## src/rtl/tmds_channel_decoder.sv

```systemverilog
// TMDS receive channel: finds symbol alignment on DVI control tokens and
// decodes aligned 10-bit symbols into pixel data plus DE/C0/C1.
module tmds_channel_decoder #(
  parameter int unsigned SEARCH_WIN = 1024,
  parameter int unsigned LOCK_COUNT = 32
) (
  input  logic       clk_25,
  input  logic       rst_n,
  input  logic [9:0] raw_in,
  output logic [7:0] dout,
  output logic       de,
  output logic       c0,
  output logic       c1,
  output logic       locked,
  output logic [3:0] offset,
  output logic [7:0] relock_cnt
);

  localparam int unsigned DWELL_W = (SEARCH_WIN > 1) ? $clog2(SEARCH_WIN) : 1;
  localparam int unsigned TOK_W   = $clog2(LOCK_COUNT + 1);
  localparam logic [DWELL_W-1:0] DWELL_MAX = DWELL_W'(SEARCH_WIN - 1);
  localparam logic [TOK_W-1:0]   TOK_LAST  = TOK_W'(LOCK_COUNT - 1);
  localparam logic [TOK_W-1:0]   TOK_FULL  = TOK_W'(LOCK_COUNT);

  typedef enum logic [1:0] {
    ST_SEARCH = 2'd0,
    ST_VERIFY = 2'd1,
    ST_LOCKED = 2'd2
  } state_t;

  state_t             state_q, state_d;
  logic [3:0]         offset_q, offset_d, offset_adv;
  logic [DWELL_W-1:0] dwell_q, dwell_d;
  logic [TOK_W-1:0]   tok_cnt_q, tok_cnt_d;
  logic [7:0]         relock_q, relock_d;
  logic [9:0]         r_cur_q, r_cur_d, r_prev_q, r_prev_d;
  logic [7:0]         dout_q, dout_d;
  logic               de_q, de_d, c0_q, c0_d, c1_q, c1_d, locked_q, locked_d;

  logic [19:0] w20;
  logic [9:0]  a;
  logic        is_tok;
  logic [1:0]  tok_c;
  logic [7:0]  q, d;

  // Stage 1: two-word window so any of the ten bit phases can be selected
  always_comb begin
    r_cur_d  = raw_in;
    r_prev_d = r_cur_q;
    w20      = {r_cur_q, r_prev_q};
    a        = 10'(w20 >> offset_q);
    offset_adv = (offset_q == 4'd9) ? 4'd0 : offset_q + 4'd1;
  end

  always_comb begin
    is_tok = 1'b1;
    tok_c  = 2'b00;
    case (a)
      10'h354: tok_c = 2'b00;
      10'h0AB: tok_c = 2'b01;
      10'h154: tok_c = 2'b10;
      10'h2AB: tok_c = 2'b11;
      default: is_tok = 1'b0;
    endcase
  end

  // TMDS data decode: undo optional inversion, then XOR/XNOR chain
  always_comb begin
    q    = a[9] ? ~a[7:0] : a[7:0];
    d    = '0;
    d[0] = q[0];
    for (int i = 1; i < 8; i++) begin
      d[i] = a[8] ? (q[i] ^ q[i-1]) : ~(q[i] ^ q[i-1]);
    end
  end

  always_comb begin
    state_d   = state_q;
    offset_d  = offset_q;
    dwell_d   = dwell_q;
    tok_cnt_d = tok_cnt_q;
    relock_d  = relock_q;
    case (state_q)
      ST_SEARCH: begin
        if (is_tok) begin
          state_d   = ST_VERIFY;
          tok_cnt_d = TOK_W'(1);
          dwell_d   = '0;
        end else if (dwell_q == DWELL_MAX) begin
          offset_d = offset_adv;
          dwell_d  = '0;
        end else begin
          dwell_d = dwell_q + DWELL_W'(1);
        end
      end
      ST_VERIFY: begin
        if (is_tok) begin
          if (tok_cnt_q >= TOK_LAST) begin
            state_d   = ST_LOCKED;
            tok_cnt_d = TOK_FULL;
            dwell_d   = '0;
          end else begin
            tok_cnt_d = tok_cnt_q + TOK_W'(1);
          end
        end else begin
          state_d   = ST_SEARCH;
          offset_d  = offset_adv;
          tok_cnt_d = '0;
          dwell_d   = '0;
        end
      end
      ST_LOCKED: begin
        // A token on the last dwell cycle still holds lock
        if (is_tok) begin
          dwell_d = '0;
        end else if (dwell_q == DWELL_MAX) begin
          state_d   = ST_SEARCH;
          offset_d  = offset_adv;
          dwell_d   = '0;
          tok_cnt_d = '0;
          relock_d  = (relock_q == 8'hFF) ? relock_q : relock_q + 8'd1;
        end else begin
          dwell_d = dwell_q + DWELL_W'(1);
        end
      end
      default: begin
        state_d   = ST_SEARCH;
        offset_d  = '0;
        dwell_d   = '0;
        tok_cnt_d = '0;
      end
    endcase
  end

  // Stage 2: outputs are only live for words seen while lock is held
  always_comb begin
    dout_d   = '0;
    de_d     = 1'b0;
    c0_d     = 1'b0;
    c1_d     = 1'b0;
    locked_d = (state_d == ST_LOCKED);
    if (state_q == ST_LOCKED && state_d == ST_LOCKED) begin
      if (is_tok) begin
        c0_d = tok_c[0];
        c1_d = tok_c[1];
      end else begin
        de_d   = 1'b1;
        c0_d   = c0_q;
        c1_d   = c1_q;
        dout_d = d;
      end
    end
  end

  always_ff @(posedge clk_25) begin
    if (!rst_n) begin
      state_q   <= ST_SEARCH;
      offset_q  <= '0;
      dwell_q   <= '0;
      tok_cnt_q <= '0;
      relock_q  <= '0;
      r_cur_q   <= '0;
      r_prev_q  <= '0;
      dout_q    <= '0;
      de_q      <= 1'b0;
      c0_q      <= 1'b0;
      c1_q      <= 1'b0;
      locked_q  <= 1'b0;
    end else begin
      state_q   <= state_d;
      offset_q  <= offset_d;
      dwell_q   <= dwell_d;
      tok_cnt_q <= tok_cnt_d;
      relock_q  <= relock_d;
      r_cur_q   <= r_cur_d;
      r_prev_q  <= r_prev_d;
      dout_q    <= dout_d;
      de_q      <= de_d;
      c0_q      <= c0_d;
      c1_q      <= c1_d;
      locked_q  <= locked_d;
    end
  end

  assign dout       = dout_q;
  assign de         = de_q;
  assign c0         = c0_q;
  assign c1         = c1_q;
  assign locked     = locked_q;
  assign offset     = offset_q;
  assign relock_cnt = relock_q;

endmodule
```

## config.mk

```make
export PLATFORM = sky130hd
export DESIGN_NAME = tmds_channel_decoder
export DESIGN_NICKNAME = d
export VERILOG_FILES = /design/src/rtl/tmds_channel_decoder.sv
export SDC_FILE = /design/constraint.sdc
export NUM_CORES = 1
export LEC_CHECK = 0
export ABC_AREA = 1
export BUFFER_PORTS_ARGS = -buffer_cell sky130_fd_sc_hd__buf_2
export CAP_MARGIN = 0
export CORE_ASPECT_RATIO = 0.5
export CORE_MARGIN = 2
export CORE_UTILIZATION = 60
export CTS_BUF_LIST = sky130_fd_sc_hd__clkbuf_8
export CTS_CLUSTER_SIZE = 25
export DETAILED_ROUTE_END_ITERATION = 8
export PLACE_DENSITY = 0.81
export SYNTH_ARGS = -nofsm -noshare
export SYNTH_HDL_FRONTEND = slang
export SYNTH_SLANG_ARGS = --single-unit
```

## constraint.sdc

```tcl
create_clock -name clk_25 -period 2.8 [get_ports clk_25]
set_input_delay 0.28 -clock clk_25 [delete_from_list [all_inputs] [get_ports clk_25]]
set_output_delay 0.28 -clock clk_25 [all_outputs]
set_load 0.02 [all_outputs]
```

==> metrics.txt <==
count of cell types in the netlist 50; n_diodes 0; vias per cell 5.231; Final HPWL DP 5542 um; Slew @ Worst Pin 0.5738 ns; multi-input logic area between 0.002 and 0.0025 mm^2; max-slew violations 0; I/O pin cnt 36; final-report setup violation count 0; Tot GR Track Use 23.79%; PortBufs 35; largest net degree at the start of global routing 29; initial antenna violation count 0; ys async rst share 0%; Final Hold Vio Count 0; Setup TNS 0 ns; worst-path maximum fanout 10; placed cell areas 0.003929 mm^2; Synth Flop Type dfxtp_1; drt wl/cell 11.92 um; sequential cell area about 0.0012 mm^2; Max clock buf depth 2; Post-Syn Instances between 500 and 600; root buffer selected by CTS clkbuf_8; DR iter-0 viols 236; Final Cycle Share just over 90%; synthesized cell area 0.003677 mm^2; Crit path top cell by count nand2_1; H-tree Lvls 3; # rows 20; DR vias about 3,400; syn_nets between 500 and 600; clk slew on worst S/H paths 0.07 ns; worst hold slack approximately 0.11 ns; Die H 59.36 um; power density cells between 400 and 500 mW/mm^2; Setup crit end kind flop; die width approximately 110 um; Bufs and invs on worst path 3; final core occ 70.19%; min-delay worst type input port to flop; TritonCTS Buffers 9; first-pass GRT wire length 12,550 um; layout cells sized above 1 22.01%; Antenna Nets Post-Route 0; hold_buf cts 0; CTS tree done; Worst Path Arrival 2.90 ns; filler instances roughly 470; P&R area growth vs syn 14.63%; Clock Latency Late Sink around 0.35 ns; min cycle time layout 2.620 ns; vias in the first global route approximately 2,800; critical path type flop to flop; Worst EP required a little over 3 ns; Clock Skew 0.01281 ns; # nets final approximately 600; Die ar. roughly 0.007 mm^2; flops & latches, synth 62; Post-Syn Area per Cell approximately 6.9 um^2; MaxCap Viol Count 0; VDD IR-drop max 0.2885 mV; DRT Pass-1 Iters 5; synth warn 0; CP top delay family simple AND/OR/NAND/NOR gates; Leak 2.053 nW; f_max 0.3816 GHz; final wirelength 7795 um; slowest CP cell dfxtp_4; Starting Density ~61%; startpoint types flop; worst path cell trace buf_6 > or2_1 > o21ai_2 > nand2_1 > nand2_1 > o32ai_1 > a31oi_1 > ha_2 > nand2_1 > nor2_2 > buf_4 > nand2_8 > nand2_8 > nand2_4 > nor2_4 > buf_4 > nand2_2 > a21oi_2; residual DRC count 0; gr ovfl total 0; RD Place Congestion 0.8894; sequential element share of the synthesized area 33.75%; crit-path max cell delay 0.37 ns; CTS sink cnt 62; Post-synth EDFFs 0; CORE AREA 0.006006 mm^2; final instance area 0.004215 mm^2; status complete, no violations; Rel. slew slack 61.69%
==> power breakdown <==
group / switching [mW] / internal, mW / leakage [nW]
logic: 0.0694 / 0.0429 / 1.44
registers: 0.0140 / 0.898 / 0.505
clock network: 0.343 / 0.451 / 0.108
total: 0.426 / 1.39 / 2.05
==> layer usage <==
metal / share of wire (%) / GRT usage [%] / up-vias / wire length (um)
li1: - / - / 1788 / -
met1: 48 / 31.54 / 1532 / 3772
met2: 45 / 37.02 / 85 / 3545
met3: 4.6 / 8.282 / 16 / 356
met4: 1.6 / 7.401 / 0 / 121
met5: 0 / 0 / - / 0
==> placed cells by master (no fill, tap or decap), types with 2 or more instances in the layout <==
master	netlist	layout
a21oi_1	28	26
a21oi_2	10	12
and2_0	2	2
buf_2	4	35
buf_4	1	9
buf_6	2	3
clkbuf_8	0	11
dfxtp_1	62	61
ha_1	13	12
inv_1	59	61
inv_2	5	4
nand2_1	165	162
nand2_2	13	16
nand2_4	2	2
nand2_8	3	3
nand3_1	55	54
nand3_2	4	5
nand3_4	2	2
nand4_1	6	6
nor2_1	19	18
nor2_2	4	4
nor2_4	1	2
nor3_1	3	3
o21ai_0	18	16
o21ai_2	1	4
o21bai_1	2	2
or2_1	2	2
or2_2	6	6
xnor2_1	5	5
xor2_1	5	5
==> cells by family (layout without fill, tap and decap cells) <==
kind of cell	count (synthesis)	in the layout	synth area share, %
AOI/OAI and AO/OA	71	71	11.67
xor gates and xnor gates	10	10	2.382
adders and majority gates	13	13	4.423
buffers and inverters	80	127	9.119
DFF	62	62	33.75
muxes	1	1	0.2722
and+or+nand+nor	293	293	38.38
==> tightest hold or removal path: cells and delay by family <==
family	cells	cell delay [ns]
buf+inv	2	0.11
simple gates	1	0.04
==> final cells by class <==
cell class                      instances  share of cell area (%)
Inverter                               64                   5.818
Timing Repair Buffer                   47                   6.560
Tap cell                               77                   2.286
Clock inverter                          5                   1.187
Sequential cell                        62                   29.53
Multi-Input combinational cell        388                   51.02
Clock buffer                           11                   3.592
==> path summary, 6_finish.rpt <==
check | from | end | slack (ns) | cells past startpoint
min | raw_in[7] | r_cur_q[7] | 0.11 | 3
max reg2reg | offset[0] | dwell_q[9] | 0.18 | 18
max | offset[0] | dwell_q[9] | 0.18 | 18
min reg2reg | r_cur_q[8] | r_prev_q[8] | 0.43 | 2
==> Yosys cell counts, drive strengths merged (2+ instances only) <==
library cell  instances  share of area (%)
nor2                 24                2.9
or2                   8                1.4
inv                  64                6.5
nand3                61                9.5
xor2                  5                1.2
nand2               183                 21
o21ai                21                3.0
buf                  10                2.0
clkbuf                6               0.61
o21bai                2               0.41
nand4                 7                1.4
xnor2                 5                1.2
and2                  3               0.51
nor3                  4               0.85
ha                   13                4.4
a21oi                38                6.2
dfxtp                62                 34
==> timing repair <==
item                                    in CTS  in global routing
endpoints found under the setup margin       0                 38
resized for setup                            0                 23
buffers inserted                             0                  2
==> per-stage QoR <==
step,instances,power (mW),worst slack [ns]
finish,654,1.819,0.1796
global route,654,1.883,-0.004121
CTS,652,1.835,0.08805
detailed placement,636,1.040,0.1155
global placement,636,1.038,0.1968
floorplan,530,1.012,0.08878
==> registers in the layout (all words and copies together), names as in the netlist <==
signal      count
r_cur_q        10
de              1
c1              1
locked          1
dout            8
tok_cnt_q       6
state_q         2
offset          4
c0              1
dwell_q        10
r_prev_q       10
relock_cnt      8
No activity file was read; power rests on OpenSTA's default activity.
